**config.mk**
```make
export PLATFORM = sky130hd
export DESIGN_NAME = truth_table_sweeper
export DESIGN_NICKNAME = d
export VERILOG_FILES = /design/src/rtl/truth_table_sweeper.sv
export SDC_FILE = /design/constraint.sdc
export NUM_CORES = 1
export LEC_CHECK = 0
export BUFFER_PORTS_ARGS = -buffer_cell sky130_fd_sc_hd__buf_2
export CORE_UTILIZATION = 31
export DETAILED_ROUTE_END_ITERATION = 8
export SLEW_MARGIN = 20
export SYNTH_ARGS = -nofsm -noshare
export SYNTH_HDL_FRONTEND = slang
export SYNTH_SLANG_ARGS = --single-unit
```
**constraint.sdc**
```tcl
create_clock -name clk -period 2.4 [get_ports clk]
set_clock_uncertainty 0.1 [all_clocks]
set_input_delay 0 -clock clk [delete_from_list [all_inputs] [get_ports clk]]
set_output_delay 0 -clock clk [all_outputs]
set_load 0.01 [all_outputs]
```
**src/rtl/truth_table_sweeper.sv**
```systemverilog
// Clocked exhaustive stimulus sweep for small combinational gate networks.
// Optional macro SWEEP_LOG_EN prints each sampled vector and the final verdict.
module truth_table_sweeper #(
  parameter int                     N_IN     = 3,
  parameter int                     SETTLE   = 2,
  parameter logic [2**N_IN-1:0]     EXPECTED = 8'h0F
) (
  input  logic                 clk,
  input  logic                 rst,
  input  logic                 start,
  input  logic                 dut_out,
  output logic [N_IN-1:0]      stim,
  output logic                 busy,
  output logic                 done,
  output logic [2**N_IN-1:0]   captured,
  output logic                 pass,
  output logic [N_IN-1:0]      first_fail
);
  localparam int TW = 2**N_IN;

  typedef enum logic [1:0] {IDLE, HOLD, DONE} state_t;

  state_t          state_q;
  logic [N_IN-1:0] stim_q;
  logic [3:0]      cnt_q;
  logic            busy_q, done_q, pass_q;
  logic [TW-1:0]   captured_q;
  logic [N_IN-1:0] first_fail_q;

  logic            sample_en;
  logic            last_vec;
  logic [TW-1:0]   captured_d;
  logic [TW-1:0]   diff;
  logic [N_IN-1:0] first_fail_d;

  assign sample_en = (state_q == HOLD) && (cnt_q == 4'(SETTLE));
  assign last_vec  = (stim_q == {N_IN{1'b1}});

  // Verdict is taken from the table including the sample landing this edge.
  always_comb begin
    captured_d         = captured_q;
    captured_d[stim_q] = dut_out;
    diff               = captured_d ^ EXPECTED;
    first_fail_d       = '0;
    for (int i = TW-1; i >= 0; i--)
      if (diff[i]) first_fail_d = N_IN'(i);
  end

  always_ff @(posedge clk) begin
    if (rst) begin
      state_q      <= IDLE;
      stim_q       <= '0;
      cnt_q        <= '0;
      busy_q       <= 1'b0;
      done_q       <= 1'b0;
      pass_q       <= 1'b0;
      captured_q   <= '0;
      first_fail_q <= '0;
    end else begin
      done_q <= 1'b0;
      case (state_q)
        IDLE: if (start) begin
          state_q      <= HOLD;
          stim_q       <= '0;
          cnt_q        <= '0;
          busy_q       <= 1'b1;
          captured_q   <= '0;
          pass_q       <= 1'b0;
          first_fail_q <= '0;
        end
        HOLD: begin
          if (sample_en) begin
            captured_q <= captured_d;
            cnt_q      <= '0;
            if (last_vec) begin
              state_q      <= DONE;
              busy_q       <= 1'b0;
              done_q       <= 1'b1;
              pass_q       <= (captured_d == EXPECTED);
              first_fail_q <= first_fail_d;
            end else begin
              stim_q <= stim_q + N_IN'(1);
            end
          end else begin
            cnt_q <= cnt_q + 4'd1;
          end
        end
        DONE: begin
          state_q <= IDLE;
          stim_q  <= '0;
        end
        default: state_q <= IDLE;
      endcase
    end
  end

`ifdef SWEEP_LOG_EN
  always_ff @(posedge clk) begin
    if (!rst && sample_en) begin
      for (int i = N_IN-1; i >= 0; i--) begin
        if (i != N_IN-1) $write(", ");
        $write("%c=%b", 8'(65 + N_IN - 1 - i), stim_q[i]);
      end
      $display(" out=%b", dut_out);
    end
    if (!rst && done_q) begin
      if (pass_q) $display("PASS");
      else        $display("FAIL at %d", first_fail_q);
    end
  end
`endif

  assign stim       = stim_q;
  assign busy       = busy_q;
  assign done       = done_q;
  assign captured   = captured_q;
  assign pass       = pass_q;
  assign first_fail = first_fail_q;

endmodule

```
# Word-level counts from Yosys, hierarchy flattened
# Cells that the tools add are included.
# word_totals
reg_bits	23
inputBits	4
output_inout_bits	17
elab_cells	72
# classes
add_sub_neg	2
magnitude_cmp	2
eq_ne	9
muxes	37
n_bitwise	3
reduce_logical	11
# ops
cell	n
3-bit 2-to-1 mux	13
8-bit 2-to-1 mux	2
8-bit one-hot mux with 2 select lines	1
3-bit one-hot mux with 3 select lines	1
8-bit bitwise mux	1
8-bit by 4-bit equality test with 1-bit output (second input constant)	1
1-bit 2-to-1 mux	8
4-bit 2-to-1 mux	2
2-bit != test (second input constant)	4
4-bit one-hot mux with 2 select lines	1
4-bit AND reduction	2
2-bit 2-to-1 mux	3
3-bit one-hot mux with 2 select lines	1
3-bit AND reduction	2
4-bit by 1-bit adder with 4-bit output (second input constant)	1
4-bit by 2-bit equality test with 1-bit output (second input constant)	1
3-bit by 4-bit less-than comparator with 1-bit output (second input constant)	1
4-bit NOT	1
1-bit one-hot mux with 2 select lines	2
2-bit one-hot mux with 2 select lines	1
3-bit by 1-bit adder with 3-bit output (second input constant)	1
1-bit demux with 3-bit select	1
3-bit equality test (second input constant)	1
3-bit by 1-bit >= comparator with 1-bit output (second input constant)	1
9 further kinds	11

# Logic depth before layout (Yosys ltp)
# Gate-level depths: netlist (run 1).
# logic_depth
word_depth	16
ltp_mapped	7
mapped_depth_nobuf	7

# Worst setup path after synthesis (run 1)
# No wires, ideal clock.
# synth_timing
path_kind	register to register
start	register cnt_q[0]
end	register first_fail_q[2] (netlist: first_fail[2])
setup_ps	69
t_arrival_ps	1755
path_slack_ps	476
stages_incl_launch_ff	8
path_buffers	0
path_cell_list	dfxtp_1 -> inv_1 -> ha_1 -> or3b_4 -> or4_4 -> a21oi_4 -> nand2_2 -> o21ai_1
# synth_between
elab_chain_len	4
# synth_lines
item	line	rtl
start, declared	25	logic [3:0] cnt_q;
start signal, assigned	85	cnt_q <= cnt_q + 4'd1;
4-bit by 2-bit equality test with 1-bit output	36	assign sample_en = (state_q == HOLD) && (cnt_q == 4'(SETTLE));
1-bit logical AND	36	
2-bit != test (no line)	-	
4-bit AND reduction (no line)	-	
end signal, assigned	80	first_fail_q <= first_fail_d;
end, declared	28	logic [N_IN-1:0] first_fail_q;
# No other way between the ends.
# A chain may end at the register's enable or synchronous reset.

# Worst setup path in the final report (run 1)
# Same ends and word-level chain as after synthesis.

==> results of run 1 <==
power groups by stage:
stage	Combinational (mW)	Clock, mW	Sequential, mW
floorplan	0.0667	0	0.405
global placement	0.0897	0	0.407
detailed placement	0.0892	0	0.408
CTS	0.0921	0.261	0.399
global route	0.102	0.274	0.400
finish	0.0916	0.248	0.399
critical path, stage by stage, from the launching register on:
cell and delay [ns]:
dfxtp_1 0.35, inv_1 0.07, ha_1 0.16, or3b_4 0.40
or4_4 0.57, a21oi_4 0.17, nand2_2 0.06, o21ai_1 0.12
cell type report:
| type | count | area [um2] | share of cell area (%) |
|---|---|---|---|
| inverter | 8 | 30.03 | 1.842 |
| clock inverter | 1 | 5.005 | 0.3070 |
| clock buffer | 3 | 41.29 | 2.533 |
| timing repair buffer | 27 | 157.7 | 9.670 |
| sequential | 23 | 460.4 | 28.24 |
| multi-input combinational | 134 | 870.8 | 53.42 |
| tap | 52 | 65.06 | 3.991 |
routing by layer:
layer,wire (um),track usage [%]
met5,0,0
met4,85,8.617
met1,1670,19.39
met3,119,2.471
met2,1420,21.25
sequential cells by signal, indices dropped and copies added (netlist names):
name        count
busy            1
captured        8
cnt_q           4
done            1
first_fail      3
pass            1
state_q         2
stim            3
timing repair:
| action | 4_1_cts | 5_1_grt |
|---|---|---|
| endpoints found under the setup margin | 0 | 0 |
| hold endpoints to repair | 3 | 0 |
| gates resized for setup | 0 | 0 |
| hold buffers | 2 | 0 |
worst paths after layout:
check,start,to,slack (ns),cells after the start
max,cnt_q[0],first_fail[2],0.35,7
min,dut_out,captured[6],0.08,2
max reg2reg,cnt_q[0],first_fail[2],0.35,7
min reg2reg,first_fail[2],first_fail[2],0.36,2
cell families (layout without fill, tap and decap cells):
family / after synthesis / after routing / synth area share [%]
buffers and inverters: 18 / 39 / 5.085
XOR/XNOR: 2 / 2 / 1.249
AND/OR/NAND/NOR: 70 / 70 / 26.67
AO/OA/AOI/OAI: 53 / 53 / 27.03
multiplexers: 5 / 5 / 3.568
adder cells (fa/ha/maj): 4 / 4 / 3.568
flip-flops: 23 / 23 / 32.83
through the flow:
step	instance area (um2)	total power [mW]	util [%]	cells	setup slack, ns
floorplan	1403	0.4721	-	175	0.4764
global placement	1564	0.4967	35.92	242	0.4143
detailed placement	1564	0.4968	35.92	242	0.3562
CTS	1630	0.7522	37.44	248	0.3329
global route	1630	0.7755	37.44	248	0.2543
finish	1630	0.7379	37.44	248	0.3508
cell usage in the layout (no fill, tap or decap), drive strengths merged, types with 3 or more instances in the layout:
master / instances
o32a: 3
nor2: 22
ha: 4
nand2b: 4
buf: 25
a21oi: 11
nor2b: 5
clkbuf: 3
inv: 8
a32o: 3
and3: 3
nand3: 3
dfxtp: 23
o22ai: 3
o21ai: 9
nor3: 3
nand2: 16
a21o: 3
mux2i: 5
a211oi: 4
==> impl_metrics.tcl, run 1 <==
set metrics [dict create \
    clkTransAtPathRegs_ns 0.08 \
    power_per_cell_area_mw_per_mm2 452.6 \
    fillers 454 \
    finalSetupTns_ns 0 \
    wire_length_of_the_first_global_routing_pass_um 5582 \
    worst_ir_drop_vdd_v 0.0001638 \
    power.share.switching_pct 26.32 \
    ys_types 49 \
    hold_class "in2reg" \
    globalRouteTotalUtil_pct 14.35 \
    ys_warn_count 0 \
    timing.max_cap.violations 0 \
    drt_drc_violations_left 0 \
    synth-seq-cells 23 \
    post_route_fraction_of_the_period_consumed_by_the_critical_path_pct 85.38 \
    drt_pre_antenna_iters 4 \
    ioPinCount 21 \
    power.internal_mw 0.5437 \
    final_wirelength_um 3296 \
    final_count_of_pins_violating_max_slew 0 \
    report.final.hold_viol_count 0 \
    fin_crit_ns 2.049 \
    die-width_um 69.27 \
    grt_start_max_net_pins 24 \
    layout.nets 205 \
    synth_common_cells "23 x dfxtp_1, 22 x nor2_1, 15 x nand2_1" \
    required_time_of_the_worst_setup_path_ns 2.51 \
    wire_per_inst_um 13.29 \
    gp_congestion 0.8358 \
    post-cts-setup-buffer-count 0 \
    max-slew-margin-rel_pct 68.08 \
    cp-end-kind "flip-flop" \
    critPathArrivalTime_ns 2.16 \
    peak_clock_frequency_supported_by_timing_ghz 0.4880 \
    final-setup-viol-count 0 \
    peak_fanout_along_the_critical_path 4 \
    chipHeight_um 69.27 \
    clock_power_share_pct 33.6 \
    number_of_global_route_vias_before_repair 1198 \
    n_antenna_cell 0 \
    launching_element_type_of_the_critical_path "flip-flop" \
    net_switching_component_of_the_power_mw 0.1942 \
    synthesis.area_per_instance_um2 8.015 \
    synth_top_area_cell "dfxtp_1" \
    residual_overflow_from_global_routing 0 \
    syn_area_mm2 0.001403 \
    layout-drive-gt1-share_pct 18.88 \
    coreArea_mm2 0.004354 \
    initial_core_utilization_pct 32.21 \
    final_hold_slack_ns 0.07604 \
    clock_tree.htree_level_count 1 \
    synth_top_cells_by_area "dfxtp_1 33%, nor2_1 5.9%, nand2_1 4.0%" \
    synth-edff-count 0 \
    port_buffers 20 \
    floorplan.die_area_mm2 0.004798 \
    dp_hpwl_um 2394 \
    floorplan.rows 24 \
    grt_setup_unrepaired "no" \
    synth.most_common_cell "dfxtp_1" \
    synth_to_layout_area_growth_pct 16.24 \
    syn-instance-count 175 \
    clk_root_buffer_cell "clkbuf_8" \
    postSynth.asyncResetShare_pct 0 \
    synth_sequential_area_ratio_pct 32.83 \
    cts_sinks 23 \
    initial_antenna_violation_count 0 \
    yosys.area.top_type_share_pct 32.83 \
    antenna_violating_nets_post_route 0 \
    clock_latency_of_the_later_clocked_register_in_the_worst_skew_pair_ns 0.27 \
    power.combinational.fraction_pct 12.4 \
    power_frac_seq_pct 54.0 \
    dominant_register_cell_in_the_synthesized_netlist "dfxtp_1" \
    number_of_violations_reported_at_the_end_of_detailed_routing_iteration_0 62 \
    run_status "finished, final reports clean" \
    worst_tran_pin_value_ns 0.4788 \
    vias_per_cell 5.355 \
    syn-num-nets 183 \
    clk_path_buf_depth 2 \
    clock_tree_from_tritoncts "yes" \
    timing.setup.critical_path_class "reg2reg" \
    cts_buf_count 3 \
    leakage_nw 0.6684 \
    detailroute.via_count 1328 \
]
No activity file was read; power rests on OpenSTA's default activity.
==> run 2, diff against run 1 <==
--- a/config.mk
+++ b/config.mk
@@ -6,7 +6,7 @@
 export NUM_CORES = 1
 export LEC_CHECK = 0
 export BUFFER_PORTS_ARGS = -buffer_cell sky130_fd_sc_hd__buf_2
-export CORE_UTILIZATION = 31
+export CORE_UTILIZATION = 28
 export DETAILED_ROUTE_END_ITERATION = 8
 export SLEW_MARGIN = 20
 export SYNTH_ARGS = -nofsm -noshare
==> run 2 against run 1 <==
  * Critical path depth is the same
  * Utilization is 3.2 points lower
  * Clock power barely moved
  * Total power grew 0.48%
  * Sequential share of layout area down 0.13 points
  * Critical endpoint is now first_fail[0]
  * Cell count is 5.6% higher
  * Register-to-register slack got worse by 0.02 ns
  * Via count down 2.8%
  * Fmax down 0.96%
  * Global-route usage about the same
==> impl_metrics.tcl, run 2 (synthesized netlist as in run 1, its figures left out) <==
set metrics [dict create \
    run_status "finished, final reports clean" \
    cts_resized 0 \
    globalRouteMet3Util_pct 2.210 \
    final_wirelength_um 3374 \
    number_of_violations_reported_at_the_end_of_detailed_routing_iteration_0 118 \
    post_route_fraction_of_the_period_consumed_by_the_critical_path_pct 86.21 \
    coreArea_mm2 0.004786 \
    cts_buf_count 3 \
    min_delay_path_depth 2 \
    worst_ir_drop_vdd_v 0.0001782 \
    fin_crit_ns 2.069 \
    wire_length_of_the_first_global_routing_pass_um 5865 \
    flip_flop_count_of_the_largest_register_after_layout 8 \
    vias_per_cell 4.927 \
    port_buffers 20 \
    leakage_nw 0.6615 \
    report.final.hold_viol_count 0 \
    clk_root_buffer_cell "clkbuf_8" \
    cts_sinks 23 \
    antenna_violating_nets_post_route 0 \
    clk_path_buf_depth 2 \
    critPathArrivalTime_ns 2.19 \
    grt_start_max_net_pins 24 \
    residual_overflow_from_global_routing 0 \
    launching_element_type_of_the_critical_path "flip-flop" \
    drt_pre_antenna_iters 4 \
    peak_fanout_along_the_critical_path 4 \
    hold_class "in2reg" \
    detailroute.via_count 1291 \
    worst_path_max_delay_cell "or4_4" \
    dp_hpwl_um 2413 \
    timing.max_cap.violations 0 \
    cp-end-kind "flip-flop" \
    finalPower_mw 0.7414 \
    synth_to_layout_area_growth_pct 16.77 \
    peak_clock_frequency_supported_by_timing_ghz 0.4833 \
    max-slew-margin-rel_pct 70.44 \
    layout_commonest_cell "dfxtp_1" \
    clock_tree.htree_level_count 1 \
    place_area_mm2 0.001583 \
    floorplan.rows 25 \
    n_antenna_cell 0 \
    finalInstanceArea_mm2 0.001638 \
    ff2ff_path_depth 7 \
    ioPinCount 21 \
    post-cts-setup-buffer-count 0 \
    ordered_list_of_cells_on_the_worst_path "inv_1 > ha_1 > or3b_4 > or4_4 > nor2_1 > o211ai_1 > nand2_1" \
    post-place-ws_ns 0.3504 \
    grt_use_met2_pct 20.66 \
    grt_setup_unrepaired "no" \
    clock_latency_of_the_later_clocked_register_in_the_worst_skew_pair_ns 0.27 \
    initial_core_utilization_pct 29.31 \
    worst_tran_pin_value_ns 0.4434 \
    layout_common_cells "23 x dfxtp_1, 22 x nor2_1, 20 x buf_2, 15 x nand2_1, 10 x a21oi_1" \
    layout.nets 204 \
    layout-drive-gt1-share_pct 18.46 \
    required_time_of_the_worst_setup_path_ns 2.52 \
    critPathMaxStageDelay_ns 0.56 \
    number_of_global_route_vias_before_repair 1206 \
    final_count_of_pins_violating_max_slew 0 \
    wire_per_inst_um 12.88 \
    clkTransAtPathRegs_ns 0.09 \
    drt_drc_violations_left 0 \
    finalSetupTns_ns 0 \
    gp_congestion 0.7752 \
    final_hold_slack_ns 0.004519 \
    setup_slack_ns 0.3309 \
    globalRouteTotalUtil_pct 14.34 \
    chipHeight_um 72.78 \
    global_route.usage.met1_pct 20.84 \
    grt_most_used_layer "met1" \
    final-setup-viol-count 0 \
    clock_tree_from_tritoncts "yes" \
    floorplan.die_area_mm2 0.005296 \
    die-width_um 72.78 \
    power_per_cell_area_mw_per_mm2 452.7 \
    initial_antenna_violation_count 0 \
    timing.setup.critical_path_class "reg2reg" \
    ctsHoldBuffers 1 \
]
## run 2: cell count changes in the layout (fill, tap and decap cells not counted), sizes merged
cell	before	now
dlygate4sd3	2	1
clkinv	1	0
clkbuf	3	4
## run 2: where the power goes
group | switching, mW | internal, mW
Sequential | 0.00973 | 0.389
Clock | 0.132 | 0.119
Combinational | 0.0540 | 0.0378
Total | 0.196 | 0.545
## run 2: through the flow
step / std cells / utilization, %
2_1_floorplan: 175 / -
3_3_place_gp: 257 / 33.07
3_5_place_dp: 257 / 33.07
4_1_cts: 262 / 34.22
5_1_grt: 262 / 34.22
6_report: 262 / 34.22
## run 2: area by class of cell
class / instances / area (um2)
sequential: 23 / 460.4
multi-input combinational: 134 / 870.8
clock buffer: 4 / 45.04
tap: 67 / 83.83
timing repair buffer: 26 / 147.6
inverter: 8 / 30.03
fill: 522 / 3148
## run 2: per-layer routing
layer / up-vias / part of all wire [%]
met5: - / 0
met4: 0 / 1.2
met3: 2 / 3.7
met2: 26 / 42
met1: 583 / 53
li1: 680 / -
## run 2: path summary, 6_finish.rpt
check	end	startpoint	slack (ns)
hold / removal	captured[4]	rst	0.005
setup / recovery	first_fail[0]	cnt_q[0]	0.33
setup reg to reg	first_fail[0]	cnt_q[0]	0.33
hold reg to reg	first_fail[2]	first_fail[2]	0.35
## run 2: worst max-delay path, delay by kind of cell, from the launching register on
kind                     cells  cell delay [ns]
AND/OR/NAND/NOR              4             1.21
AO/OA/AOI/OAI                1             0.11
adder cells (fa/ha/maj)      1             0.17
buffers and inverters        1             0.07
flip-flops                   1             0.35
==> run 3, diff against run 2 <==
--- a/config.mk
+++ b/config.mk
@@ -6,8 +6,10 @@
 export NUM_CORES = 1
 export LEC_CHECK = 0
 export BUFFER_PORTS_ARGS = -buffer_cell sky130_fd_sc_hd__buf_2
-export CORE_UTILIZATION = 28
+export CORE_ASPECT_RATIO = 0.5
+export CORE_UTILIZATION = 52
 export DETAILED_ROUTE_END_ITERATION = 8
+export PLACE_DENSITY = 0.74
 export SLEW_MARGIN = 20
 export SYNTH_ARGS = -nofsm -noshare
 export SYNTH_HDL_FRONTEND = slang
==> run 3 against run 2 <==
  * Via count increased by 3.6%
  * Hold slack improved by 0.0053 ns
  * Combinational power increased by 3.2%
  * First-iteration DRC count increased by 24%
  * Sequential power about the same
  * Critical path depth decreased by 1
  * Sequential share of layout area increased by 0.82 points
  * Cell count decreased by 13%
  * Global-route usage increased by 12 points
  * Non-clock buffer count decreased by 1
  * Routed wire length decreased by 1.9%
  * Largest power group unchanged
==> impl_metrics.tcl, run 3 (synthesized netlist as in run 1, its figures left out) <==
set metrics [dict create \
    peak_fanout_along_the_critical_path 21 \
    wire_per_inst_um 14.46 \
    met3_wirelength_um 233 \
    startpoint_of_the_worst_hold_path "rst" \
    initial_core_utilization_pct 59.12 \
    setup_slack_ns 0.3109 \
    required_time_of_the_worst_setup_path_ns 2.51 \
    residual_overflow_from_global_routing 0 \
    layout_commonest_cell "dfxtp_1" \
    worst_ir_drop_vdd_v 0.0002680 \
    port_buffers 20 \
    ordered_list_of_cells_on_the_worst_path "ha_1 > nor2_1 > or4_4 > a21oi_4 > nand2_2 > o21ai_1" \
    critPathMaxStageDelay_ns 0.73 \
    layout-drive-gt1-share_pct 18.56 \
    clock_tree.htree_level_count 1 \
    place_area_mm2 0.001535 \
    cp-end-kind "flip-flop" \
    worst_tran_pin_value_ns 0.6345 \
    multi_input_area_um2 870.8 \
    floorplan.rows 12 \
    wire_length_of_the_first_global_routing_pass_um 5478 \
    drt_pre_antenna_iters 4 \
    final-setup-viol-count 0 \
    report.final.hold_viol_count 0 \
    initial_antenna_violation_count 0 \
    run_status "finished, final reports clean" \
    cts_sinks 23 \
    post_placement_cell_count 224 \
    launching_element_type_of_the_critical_path "flip-flop" \
    n_antenna_cell 0 \
    max-slew-margin-rel_pct 57.64 \
    vias_per_cell 5.838 \
    post-place-ws_ns 0.3334 \
    finalInstanceArea_mm2 0.001592 \
    die-width_um 75.45 \
    final_count_of_pins_violating_max_slew 0 \
    layout.area.seq_um2 460.4 \
    fillers 209 \
    dp_hpwl_um 2367 \
    antenna_violating_nets_post_route 0 \
    final-instance-count-excl-fill 229 \
    critical_path.top_delay_family "flip-flops" \
    flip_flop_count_of_the_largest_register_after_layout 8 \
    floorplan.die_area_mm2 0.002922 \
    ioPinCount 21 \
    critPathArrivalTime_ns 2.20 \
    rr_startpoint "stim[2]" \
    cts_buf_count 3 \
    layout.nets 203 \
    chipHeight_um 38.73 \
    synth_to_layout_area_growth_pct 13.47 \
    critical_path.n_buffers_inverters 0 \
    clock_tree_from_tritoncts "yes" \
    finalSetupTns_ns 0 \
    hold_class "in2reg" \
    post-cts-setup-buffer-count 0 \
    fin_crit_ns 2.089 \
    detailroute.via_count 1337 \
    timing.critical_path.from "stim[2]" \
    post_route_fraction_of_the_period_consumed_by_the_critical_path_pct 87.05 \
    clk_path_buf_depth 2 \
    detailroute.wirelength.met2_um 1458 \
    worst_path_max_delay_cell "dfxtp_1" \
    globalRouteTotalUtil_pct 25.98 \
    power_per_cell_area_mw_per_mm2 464.6 \
    highest_metal_layer_used_by_the_detailed_router "met4" \
    peak_clock_frequency_supported_by_timing_ghz 0.4787 \
    timing.max_cap.violations 0 \
    m1WireLength_um 1611 \
    layout.core_utilization_pct 67.09 \
    clock_latency_of_the_later_clocked_register_in_the_worst_skew_pair_ns 0.27 \
    grt_setup_unrepaired "no" \
    clkTransAtPathRegs_ns 0.09 \
    leakage_nw 0.6588 \
    timing.setup.critical_path_class "reg2reg" \
    final_wirelength_um 3311 \
    clk_root_buffer_cell "clkbuf_8" \
    gp_congestion 0.8115 \
    drt_drc_violations_left 0 \
    number_of_global_route_vias_before_repair 1158 \
    coreArea_mm2 0.002372 \
    number_of_violations_reported_at_the_end_of_detailed_routing_iteration_0 146 \
    grt_start_max_net_pins 24 \
    layout_common_cells "23 x dfxtp_1, 22 x nor2_1, 20 x buf_2, 15 x nand2_1, 10 x a21oi_1" \
]
run 3: cell types whose count changed in the layout (fill, tap and decap cells not counted):
cell	previous run	this run
clkbuf_1	1	0
buf_4	5	4
clkinv_2	0	1
run 3: report_power, final:
group / internal, mW / switching, mW / total [mW]
Clock: 0.116 / 0.132 / 0.248
Sequential: 0.389 / 0.00768 / 0.397
Combinational: 0.0377 / 0.0571 / 0.0948
run 3: area by class of cell:
type                       count  share of cell area [%]
multi-input combinational    134                   54.72
sequential                    23                   28.93
timing repair buffer          25                   8.805
tap                           35                   2.752
clock buffer                   3                   2.594
inverter                       8                   1.887
clock inverter                 1                  0.3145
run 3: layer usage:
layer  vias up  track usage (%)
li1        671                -
met1       621            34.49
met2        43            44.42
met3         2            6.250
met4         0            3.241
met5         -                0
run 3: worst register-to-register path, cell delays in order (launching register included):
cell     delay [ns]
dfxtp_1        0.73
ha_1           0.31
nor2_1         0.07
or4_4          0.47
a21oi_4        0.17
nand2_2        0.06
o21ai_1        0.12
run 3: what timing repair did:
item                                   in CTS  in global routing
resized for setup                           0                  0
hold buffers                                1                  0
endpoints found under the hold margin       1                  0
run 3: worst paths after layout:
path                        end  slack [ns]  cells after the start
setup / recovery  first_fail[2]        0.31                      6
hold / removal         cnt_q[3]        0.01                      2
setup reg to reg  first_fail[2]        0.31                      6
hold reg to reg   first_fail[2]        0.37                      2
run 3: stage by stage:
stage | total power [mW] | hold slack [ns]
6_report | 0.7395 | 0.009868
5_1_grt | 0.7729 | 0.02660
4_1_cts | 0.7458 | 0.008813
3_5_place_dp | 0.4980 | 0.2877
3_3_place_gp | 0.4963 | 0.2740
2_1_floorplan | 0.4721 | 0.1236
